**src/rtl/alu_mc.sv**
```systemverilog
// rtl/alu_mc.sv - multi-cycle ALU with valid/ready handshake, shift-add multiply and restoring divide.
// Define ALU_DIV_EN to build the iterative DIVU/REMU datapath; otherwise ops 12/13 return 0 in one cycle.
module alu_mc #(
  parameter int WIDTH = 32
) (
  input  logic             clk,
  input  logic             reset,
  input  logic             in_valid,
  output logic             in_ready,
  input  logic [3:0]       op,
  input  logic [WIDTH-1:0] operand_a,
  input  logic [WIDTH-1:0] operand_b,
  output logic             out_valid,
  input  logic             out_ready,
  output logic [WIDTH-1:0] result,
  output logic             zero,
  output logic             busy
);
  localparam int SHW = $clog2(WIDTH);
  localparam logic [SHW-1:0] LAST_ITER = SHW'(WIDTH - 1);

  typedef enum logic [1:0] {IDLE, BUSY, DONE} state_t;

  state_t           state_q;
  logic [WIDTH-1:0] result_q;
  logic             zero_q;
  logic [SHW-1:0]   cnt_q;
  logic [WIDTH-1:0] acc_q;     // product high half / partial remainder
  logic [WIDTH-1:0] lo_q;      // multiplier bits / dividend-quotient shifter
  logic [WIDTH-1:0] m_q;       // multiplicand or divisor
  logic             sel_hi_q;  // op[0]: pick acc (MULHU/REMU) over lo (MUL/DIVU)
`ifdef ALU_DIV_EN
  logic             is_div_q;
`endif

  logic [SHW-1:0]   sh;
  logic [WIDTH-1:0] simple_res;
  logic             iter_op;
  logic [WIDTH:0]   mul_sum;
  logic [WIDTH-1:0] iter_acc_d;
  logic [WIDTH-1:0] iter_lo_d;
  logic [WIDTH-1:0] fin_res_d;

  assign sh = operand_b[SHW-1:0];

  always_comb begin
    simple_res = '0;
    case (op)
      4'd0: simple_res = operand_a + operand_b;
      4'd1: simple_res = operand_a - operand_b;
      4'd2: simple_res = operand_a & operand_b;
      4'd3: simple_res = operand_a | operand_b;
      4'd4: simple_res = operand_a ^ operand_b;
      4'd5: simple_res = operand_a << sh;
      4'd6: simple_res = operand_a >> sh;
      4'd7: simple_res = $unsigned($signed(operand_a) >>> sh);
      4'd8: simple_res = {{(WIDTH-1){1'b0}}, $signed(operand_a) < $signed(operand_b)};
      4'd9: simple_res = {{(WIDTH-1){1'b0}}, operand_a < operand_b};
      default: simple_res = '0;
    endcase
  end

`ifdef ALU_DIV_EN
  assign iter_op = (op == 4'd10) || (op == 4'd11) || (op == 4'd12) || (op == 4'd13);
`else
  assign iter_op = (op == 4'd10) || (op == 4'd11);
`endif

  assign mul_sum = {1'b0, acc_q} + {1'b0, (lo_q[0] ? m_q : {WIDTH{1'b0}})};

`ifdef ALU_DIV_EN
  logic [WIDTH:0] div_part;
  logic [WIDTH:0] div_diff;
  logic           div_ge;

  assign div_part = {acc_q, lo_q[WIDTH-1]};
  assign div_ge   = div_part >= {1'b0, m_q};
  assign div_diff = div_part - {1'b0, m_q};

  always_comb begin
    iter_acc_d = mul_sum[WIDTH:1];
    iter_lo_d  = {mul_sum[0], lo_q[WIDTH-1:1]};
    if (is_div_q) begin
      // A zero divisor always "fits", yielding all-ones quotient and remainder = dividend.
      iter_acc_d = div_ge ? div_diff[WIDTH-1:0] : div_part[WIDTH-1:0];
      iter_lo_d  = {lo_q[WIDTH-2:0], div_ge};
    end
  end
`else
  assign iter_acc_d = mul_sum[WIDTH:1];
  assign iter_lo_d  = {mul_sum[0], lo_q[WIDTH-1:1]};
`endif

  assign fin_res_d = sel_hi_q ? iter_acc_d : iter_lo_d;

  always_ff @(posedge clk) begin
    if (reset) begin
      state_q  <= IDLE;
      result_q <= '0;
      zero_q   <= 1'b1;
      cnt_q    <= '0;
      acc_q    <= '0;
      lo_q     <= '0;
      m_q      <= '0;
      sel_hi_q <= 1'b0;
`ifdef ALU_DIV_EN
      is_div_q <= 1'b0;
`endif
    end else begin
      case (state_q)
        IDLE: begin
          if (in_valid) begin
            acc_q    <= '0;
            cnt_q    <= '0;
            sel_hi_q <= op[0];
            m_q      <= op[2] ? operand_b : operand_a;
            lo_q     <= op[2] ? operand_a : operand_b;
`ifdef ALU_DIV_EN
            is_div_q <= op[2];
`endif
            if (iter_op) begin
              state_q <= BUSY;
            end else begin
              result_q <= simple_res;
              zero_q   <= (simple_res == '0);
              state_q  <= DONE;
            end
          end
        end
        BUSY: begin
          acc_q <= iter_acc_d;
          lo_q  <= iter_lo_d;
          cnt_q <= cnt_q + 1'b1;
          if (cnt_q == LAST_ITER) begin
            result_q <= fin_res_d;
            zero_q   <= (fin_res_d == '0);
            state_q  <= DONE;
          end
        end
        DONE: begin
          if (out_ready) state_q <= IDLE;
        end
        default: state_q <= IDLE;
      endcase
    end
  end

  assign in_ready  = (state_q == IDLE);
  assign busy      = (state_q == BUSY);
  assign out_valid = (state_q == DONE);
  assign result    = result_q;
  assign zero      = zero_q;
endmodule

```
**config.mk**
```make
export PLATFORM = sky130hd
export DESIGN_NAME = alu_mc
export DESIGN_NICKNAME = d
export VERILOG_FILES = /design/src/rtl/alu_mc.sv
export SDC_FILE = /design/constraint.sdc
export NUM_CORES = 1
export LEC_CHECK = 0
export ABC_CLOCK_PERIOD_IN_PS = 6700
export BUFFER_PORTS_ARGS = -buffer_cell sky130_fd_sc_hd__buf_2
export CAP_MARGIN = 15
export CORE_MARGIN = 3
export CORE_UTILIZATION = 39
export CTS_BUF_LIST = sky130_fd_sc_hd__clkbuf_4 sky130_fd_sc_hd__clkbuf_8
export CTS_CLUSTER_DIAMETER = 40
export DETAILED_ROUTE_END_ITERATION = 10
export PLACE_DENSITY = 0.54
export SLEW_MARGIN = 20
export SYNTH_ARGS = -nofsm -noshare
export SYNTH_HDL_FRONTEND = slang
export SYNTH_SLANG_ARGS = --single-unit
```
**constraint.sdc**
```tcl
create_clock -name clk -period 6.7 [get_ports clk]
set_input_delay 1.34 -clock clk [delete_from_list [all_inputs] [get_ports clk]]
set_output_delay 1.34 -clock clk [all_outputs]
set_load 0.1 [all_outputs]
```
==> impl_metrics.yaml, run 1 <==
detailed_routing:
  dr.pass1.iters: 5
  ant_nets: 0
  wl_per_cell_um: 30.2
  via_per_inst: 6.62
  num_vias: 19900
  routed_wl_um: 90700
  drc: 0
  drt-initial-drc-count: 2486
finish:
  multiInputGateArea_sq_um: 13600
  syn_to_final_growth_pct: 8.19
  seqCellArea_sq_um: 2740
  design_area_sq_um: 19000
  final_util_pct: 42.8
  final_net_count: 2601
  nFillCells: 4672
  drive_above_1_share_pct: 13.8
  stdcell_count: 2999
cts:
  htreeDepth: 4
  ctsResizeCount: 0
  tritoncts: "yes"
  hold_buffers: 0
  clk_latency_ns: 0.49
  cts_made_buffers: 17
  cts-root-buf: "clkbuf_8"
  path_clk_slew_ns: 0.09
  cts_setup_buffers: 0
  clk_path_buf_depth: 2
  cts.sinks: 137
yosys:
  synthArstFlopShare_pct: 0
  synth_seq_cells: 137
  yosys.cell_count.top_type: "nor2_1"
  yosys.cell_types.count: 99
  yosysSeqAreaShare_pct: 15.6
  synth_edf_count: 0
  synthFlopType: "dfxtp_1"
  synthesis.nets: 2597
  postSynthAreaPerCell_sq_um: 7.36
  ys_warn_count: 0
  synth_area_leaders: "dfxtp_1, ha_1, mux2i_1"
  synthTopCellsByCount: "nor2_1, a21oi_1, nand2_1"
  yosys.area.top_type: "dfxtp_1"
  syn-cell-area_sq_um: 17600
  syn_inst: 2388
  synth_top_area_share_pct: 15.6
power:
  p_leak_uw: 0.00791
  power.density_nw_per_um2: 157
  irDropWorstVdd_mv: 0.105
  p_total_uw: 2980
setup_path:
  crit_slowest_cell: "mux4_1"
  cp_cell_sequence: "buf_4 > buf_4 > mux4_1 > mux2_2 > nor2_1 > a211o_1 > o211ai_1 > a221o_1 > a221o_1 > or4_1 > or4_1 > nor4_2 > nand4_1 > a31oi_1"
  r2r_slack_ns: 1.65
  end_kind: "flop"
  crit_path_start_kind: "primary input"
  worst_path_largest_cell_delay_ns: 0.61
  crit_type: "primary input to flop"
  crit_fanout: 44
  crit_required_ns: 7.13
  worst-endpoint-arrival_ns: 5.91
timing:
  layout_min_cycle_time_ns: 5.48
  rsz0062_at_grt: "false"
  worstMarginPinSlew_ns: 1.09
  fmax_mhz: 182
  max_slew_margin_pct: 27.3
  setup_viol: 0
  hold_viol: 0
  slew_viol_final: 0
  fin_tns_setup_ns: 0
  fin_crit_sh_pct: 81.8
  skew_ns: 0.0151
grt:
  grt-ovfl-total: 0
  grt_max_degree: 92
  grt_pass1_wl_um: 131000
  grt_pass1_vias: 18900
  grt_use_total_pct: 36.9
  antenna_found_initial: 2
floorplanning:
  core_area_sq_um: 44400
  io_pins: 108
  start_util_pct: 39.6
  die_w_um: 218
  die_area_sq_um: 47700
  die_y_um: 218
  rows: 77
placed_design:
  place_congestion: 1.08
  dpl_cell_area_sq_um: 18600
  dp_hpwl_um: 69700
  place.port_buffers: 107
  dp.cells: 2965
hold_path:
  holdCritPathClass: "flop to flop"
flow_run:
  max_cap_viol_count: 0
status:
  status: "complete, no violations"
[cell usage in the layout (no fill, tap or decap), types with 13 or more instances in the layout]
master | synthesis | final
o21bai_1 | 17 | 17
mux2_2 | 34 | 34
o22ai_1 | 22 | 22
mux4_2 | 33 | 33
nor2_1 | 253 | 252
nor4_1 | 14 | 14
o21ai_0 | 88 | 88
clkbuf_8 | 0 | 17
o31ai_1 | 13 | 13
and2_1 | 39 | 38
a21o_1 | 24 | 24
o211ai_1 | 63 | 63
buf_4 | 1 | 82
and3_1 | 19 | 19
mux2i_1 | 117 | 117
inv_1 | 102 | 101
o221ai_1 | 19 | 19
a211oi_1 | 80 | 80
a221oi_1 | 37 | 37
nand4_1 | 16 | 16
nand3_1 | 77 | 77
a22oi_1 | 23 | 23
nand2_1 | 217 | 216
nor3_1 | 43 | 42
a31oi_1 | 37 | 37
nor2b_1 | 27 | 26
xnor2_1 | 27 | 27
dfxtp_1 | 137 | 136
xor2_1 | 16 | 16
buf_2 | 8 | 104
ha_1 | 134 | 134
nand2b_1 | 21 | 20
a21oi_1 | 224 | 224
o21a_1 | 13 | 13
[logic make-up (layout without fill, tap and decap cells)]
| family | Yosys count | count (layout) | synth area share (%) |
|---|---|---|---|
| AOI/OAI and AO/OA | 788 | 788 | 30.5 |
| xor gates and xnor gates | 43 | 43 | 2.14 |
| adders and majority gates | 137 | 137 | 9.88 |
| buffers and inverters | 306 | 323 | 7.11 |
| DFF | 137 | 137 | 15.6 |
| muxes | 192 | 192 | 13.9 |
| other | 0 | 2 | 0 |
| and+or+nand+nor | 785 | 785 | 20.9 |
[worst max-delay path, delay by kind of cell]
kind	cells	cell delay (ns)
muxes	2	0.92
AOI/OAI and AO/OA	5	1.05
buffers and inverters	2	0.94
and+or+nand+nor	5	1.65
[flip-flops by register name (all words and copies together) (netlist names)]
signal and count:
acc_q 32, result 32, zero 1, sel_hi_q 1, m_q 32, lo_q 32
cnt_q 5, state_q 2
[routing by layer]
metal | global-route usage [%] | share of wire, %
met1 | 49.9 | 42
met2 | 56.5 | 43
met3 | 7.29 | 9.5
met4 | 17.3 | 5.3
met5 | 0 | 0
[final timing paths]
path | from | endpoint | cells past startpoint
hold reg to reg | result[13] | result[13] | 2
setup reg to reg | lo_q[0] | zero | 15
setup / recovery | operand_b[0] | zero | 14
hold / removal | result[13] | result[13] | 2
[power breakdown]
part           switching (uW)  leakage, uW  internal, uW
Clock                     361     0.000180           303
Combinational             995      0.00661           422
Sequential               34.5      0.00112           865
Total                    1390      0.00791          1590
[layout make-up]
cell class	instances	area share (%)
Multi-Input combinational cell	1945	71.7
Sequential cell	137	14.4
Timing Repair Buffer	186	5.97
Tap cell	592	3.89
Inverter	105	2.07
Clock buffer	19	1.31
Clock inverter	13	0.645
Antenna cell	2	0.0263
[through the flow]
| stage | worst slack, ns | hold WS, ns |
|---|---|---|
| 2_1_floorplan | 0.872 | 0.429 |
| 3_3_place_gp | 0.834 | 0.437 |
| 3_5_place_dp | 0.782 | 0.445 |
| 4_1_cts | 1.32 | 0.455 |
| 5_1_grt | 1.04 | 0.471 |
| 6_report | 1.22 | 0.452 |
No activity file was read; power rests on OpenSTA's default activity.
==> run 2: changes to the inputs <==
ABC_CLOCK_PERIOD_IN_PS = 5100   (was 6700)
clock period = 5.1 ns   (was 6.7 ns; I/O delays follow)
==> impl_metrics.yaml, run 2 (same netlist as run 1, synthesis figures left out) <==
setup_path:
  r2r_slack_ns: 0.26
  worst_path_largest_cell_delay_ns: 0.53
  crit_required_ns: 5.52
  crit_fanout: 7
  end_kind: "flop"
  crit_type: "flop to flop"
  crit_cells: 14
  crit_start: "lo_q[0]"
  cp_cell_sequence: "and2_1 > ha_1 > fa_1 > a21o_1 > a221oi_2 > o21bai_1 > a2111oi_0 > nor2_1 > xor2_1 > mux2_2 > or4_1 > nor4_1 > or4b_1 > a31oi_1"
  crit_buf_inv: 0
  crit_slowest_cell: "or4b_1"
  reg2reg_to: "zero"
  reg2reg_from: "lo_q[0]"
  worstRegToRegCells: 14
  crit_path_start_kind: "flop"
  worst-endpoint-arrival_ns: 5.26
  crit_family: "simple AND/OR/NAND/NOR gates"
finish:
  stdcell_count: 3180
  multiInputGateArea_sq_um: 13600
  final_net_count: 2782
  final_common_cell: "nor2_1"
  syn_to_final_growth_pct: 16.9
  nFillCells: 4606
  drive_above_1_share_pct: 19.8
  seqCellArea_sq_um: 2740
  final_cell_mix: "nor2_1, buf_4, a21oi_1"
grt:
  grt_pass1_wl_um: 131000
  grt-ovfl-total: 0
  grt_max_degree: 98
  antenna_found_initial: 0
  grt_pass1_vias: 19400
  grt_use_total_pct: 36.9
placed_design:
  place_congestion: 1.03
  place.port_buffers: 107
  dp.cells: 3146
  pre_cts_slack_ns: -0.0485
  dp_hpwl_um: 72000
timing:
  rsz0062_at_grt: "false"
  slew_viol_final: 0
  worst_slack_ns: 0.262
  max_slew_margin_pct: 25.8
  fmax_mhz: 207
  hold_viol: 0
  worstMarginPinSlew_ns: 1.11
  setup_viol: 0
  fin_crit_sh_pct: 94.9
  skew_ns: 0.0154
  layout_min_cycle_time_ns: 4.84
cts:
  cts.sinks: 137
  hold_buffers: 0
  clk_path_buf_depth: 2
  ctsResizeCount: 0
  cts_setup_buffers: 0
  path_clk_slew_ns: 0.09
  htreeDepth: 4
  clk_latency_ns: 0.48
  cts-root-buf: "clkbuf_8"
  tritoncts: "yes"
  cts_made_buffers: 17
hold_path:
  holdCritPathClass: "flop to flop"
  min_from: "result[13]"
  hold_end: "result[13]"
  min_path_cells: 2
power:
  power.density_nw_per_um2: 203
  clockPowerShare_pct: 22.5
  seq_power_share_pct: 28.3
  irDropWorstVdd_mv: 0.166
  combPwrFrac_pct: 49.2
  switchingPower_uw: 1870
  p_leak_uw: 0.00884
  p_total_uw: 4170
  switching_share_pct: 45.0
  p_int_uw: 2290
floorplanning:
  die_w_um: 218
  start_util_pct: 39.6
  core_area_sq_um: 44400
  rows: 77
  die_area_sq_um: 47700
  io_pins: 108
  die_y_um: 218
detailed_routing:
  drc: 0
  drt-initial-drc-count: 2384
  wl_per_cell_um: 28.5
  via_per_inst: 6.53
  num_vias: 20800
  routed_wl_um: 90700
  dr.pass1.iters: 6
  ant_nets: 0
status:
  status: "complete, no violations"
flow_run:
  max_cap_viol_count: 0
-- run 2: worst max path at each step --
stage	end	slack, ns
6_report	zero	0.26
5_1_grt	zero	0.06
4_1_cts	zero	0.25
3_5_place_dp	zero	-0.05
3_3_place_gp	zero	-0.02
2_1_floorplan	zero	0.01
-- run 2: through the flow --
| stage | hold WS [ns] | util, % | TNS (ns) | instance area (sq um) |
|---|---|---|---|---|
| after floorplan | 0.429 | - | 0 | 17600 |
| after global placement | 0.437 | 45.4 | -0.0245 | 20100 |
| after detailed placement | 0.445 | 45.4 | -0.0485 | 20100 |
| after CTS | 0.454 | 46.3 | 0 | 20500 |
| after global routing | 0.464 | 46.3 | 0 | 20500 |
| final | 0.452 | 46.3 | 0 | 20600 |
-- run 2: layout make-up --
| type | instances | area share (%) |
|---|---|---|
| timing repair buffer | 367 | 12.9 |
| tap | 592 | 3.60 |
| clock inverter | 13 | 0.706 |
| clock buffer | 19 | 1.24 |
| antenna | 2 | 0.0244 |
| sequential | 137 | 13.4 |
| inverter | 105 | 1.92 |
| multi-input combinational | 1945 | 66.3 |
-- run 2: metal layers --
| layer | up-vias | wire, um | global-route usage [%] | part of all wire (%) |
|---|---|---|---|---|
| li1 | 9273 | - | - | - |
| met1 | 10100 | 38700 | 51.2 | 43 |
| met2 | 1231 | 39300 | 57.2 | 43 |
| met3 | 207 | 8300 | 5.21 | 9.2 |
| met4 | 0 | 4440 | 15.4 | 4.9 |
| met5 | - | 0 | 0 | 0 |
-- run 2: power groups by stage --
| stage | Combinational (uW) | Clock (uW) | Sequential [uW] |
|---|---|---|---|
| finish | 2050 | 936 | 1180 |
| global placement | 1980 | 0 | 1200 |
| floorplan | 1040 | 0 | 1340 |
| CTS | 1990 | 945 | 1180 |
| detailed placement | 1980 | 0 | 1200 |
| global route | 2140 | 992 | 1190 |
-- run 2: worst register-to-register path, stage by stage (launching register included) --
cell and delay (ns):
dfxtp_1 0.36, and2_1 0.17, ha_1 0.22, fa_1 0.44
a21o_1 0.22, a221oi_2 0.34, o21bai_1 0.19, a2111oi_0 0.52
nor2_1 0.23, xor2_1 0.22, mux2_2 0.34, or4_1 0.53
nor4_1 0.30, or4b_1 0.53, a31oi_1 0.18
==> run 3: changes to the inputs <==
CORE_ASPECT_RATIO = 1.2   (was not set)
==> impl_metrics.yaml, run 3 (same netlist as run 1, synthesis figures left out) <==
setup_path:
  crit_required_ns: 5.51
  worst-endpoint-arrival_ns: 5.23
  end_kind: "flop"
  crit_fanout: 10
  crit_path_start_kind: "flop"
  crit_type: "flop to flop"
timing:
  layout_min_cycle_time_ns: 4.82
  fin_crit_sh_pct: 94.6
  fin_tns_setup_ns: 0
  fmax_mhz: 207
  slew_viol_final: 0
  hold_ws_ns: 0.450
  worstMarginPinSlew_ns: 1.15
  skew_ns: 0.0119
  hold_viol: 0
  setup_viol: 0
  max_slew_margin_pct: 21.2
  rsz0062_at_grt: "false"
  worst_slack_ns: 0.278
detailed_routing:
  maxUsedRoutingLayer: "met4"
  via_per_inst: 6.51
  met2WireLength_um: 42000
  ant_nets: 0
  drc: 0
  routed-wl-met3_um: 5970
  dr.pass1.iters: 6
  wl_per_cell_um: 28.9
  met1Wirelength_um: 36800
  num_vias: 20300
  routed_wl_um: 89900
  drt-initial-drc-count: 2183
power:
  power.density_nw_per_um2: 206
  p_leak_uw: 0.00870
  irDropWorstVdd_mv: 0.131
cts:
  clk_path_buf_depth: 2
  path_clk_slew_ns: 0.09
  ctsResizeCount: 0
  htreeDepth: 4
  tritoncts: "yes"
  cts_setup_buffers: 0
  cts_made_buffers: 17
  hold_buffers: 0
  clk_latency_ns: 0.47
  cts.sinks: 137
  cts-root-buf: "clkbuf_8"
finish:
  design_area_sq_um: 20300
  drive_above_1_share_pct: 18.9
  final_common_cell: "nor2_1"
  final_cell_mix: "nor2_1, buf_4, a21oi_1"
  final_net_count: 2750
  nFillCells: 4612
  syn_to_final_growth_pct: 15.4
grt:
  grt_use_total_pct: 36.6
  grt-ovfl-total: 0
  grt_pass1_vias: 19300
  grt_max_degree: 98
  antenna_found_initial: 1
  grt_pass1_wl_um: 129000
placed_design:
  dpl_cell_area_sq_um: 19800
  dp_hpwl_um: 72000
  place_congestion: 1.07
  place.port_buffers: 107
  pre_cts_slack_ns: -0.119
floorplanning:
  start_util_pct: 39.8
  die_area_sq_um: 47700
  io_pins: 108
  core_area_sq_um: 44100
  die_w_um: 200
  die_y_um: 239
  rows: 84
hold_path:
  holdCritPathClass: "flop to flop"
flow_run:
  max_cap_viol_count: 0
status:
  status: "complete, no violations"
run 3: cell types whose count changed in the layout (fill, tap and decap cells not counted), moves of 2 or more:
cell        previous run  this run
buf_12                12         7
buf_4                251       224
bufinv_16              2         4
clkinv_4               2         4
clkinvlp_4             6         2
run 3: critical path, stage by stage (launching register included):
cell and delay (ns):
dfxtp_1 0.41, and2_1 0.21, ha_1 0.21, fa_1 0.44, a21o_1 0.22, a221oi_2 0.34, xnor2_1 0.16, mux2i_1 0.30
nand4_1 0.11, a2111oi_0 0.58, nand4_1 0.30, a2111oi_0 0.37, nand3_1 0.20, nor4_1 0.26, or4b_1 0.49, a31oi_1 0.17
run 3: worst paths after layout:
kind | start | end | slack [ns] | cells past startpoint
max | lo_q[0] | zero | 0.28 | 15
min | result[20] | result[20] | 0.45 | 2
max reg2reg | lo_q[0] | zero | 0.28 | 15
min reg2reg | result[20] | result[20] | 0.45 | 2
run 3: metal layers:
| layer | GRT usage, % | vias up |
|---|---|---|
| met5 | 0 | - |
| met4 | 18.1 | 0 |
| met3 | 4.23 | 224 |
| met2 | 61.0 | 990 |
| met1 | 46.9 | 9847 |
| li1 | - | 9213 |
run 3: where the power goes:
group | switching, uW | internal [uW]
clock network | 459 | 541
logic | 1320 | 675
registers | 47.3 | 1140
run 3: per-stage QoR:
stage          cells  total power, uW  utilization [%]
2_1_floorplan   2388             2370                -
3_3_place_gp    3081             3150             44.9
3_5_place_dp    3081             3140             44.9
4_1_cts         3113             4140             45.9
5_1_grt         3114             4360             45.9
6_report        3116             4180             45.9
run 3: area by class of cell:
class,count,area [sq um],area share [%]
tap,559,699,3.45
multi-input combinational,1945,13700,67.3
inverter,105,394,1.94
antenna,3,7.51,0.0370
sequential,137,2740,13.5
clock inverter,14,198,0.975
clock buffer,18,241,1.19
timing repair buffer,335,2340,11.5
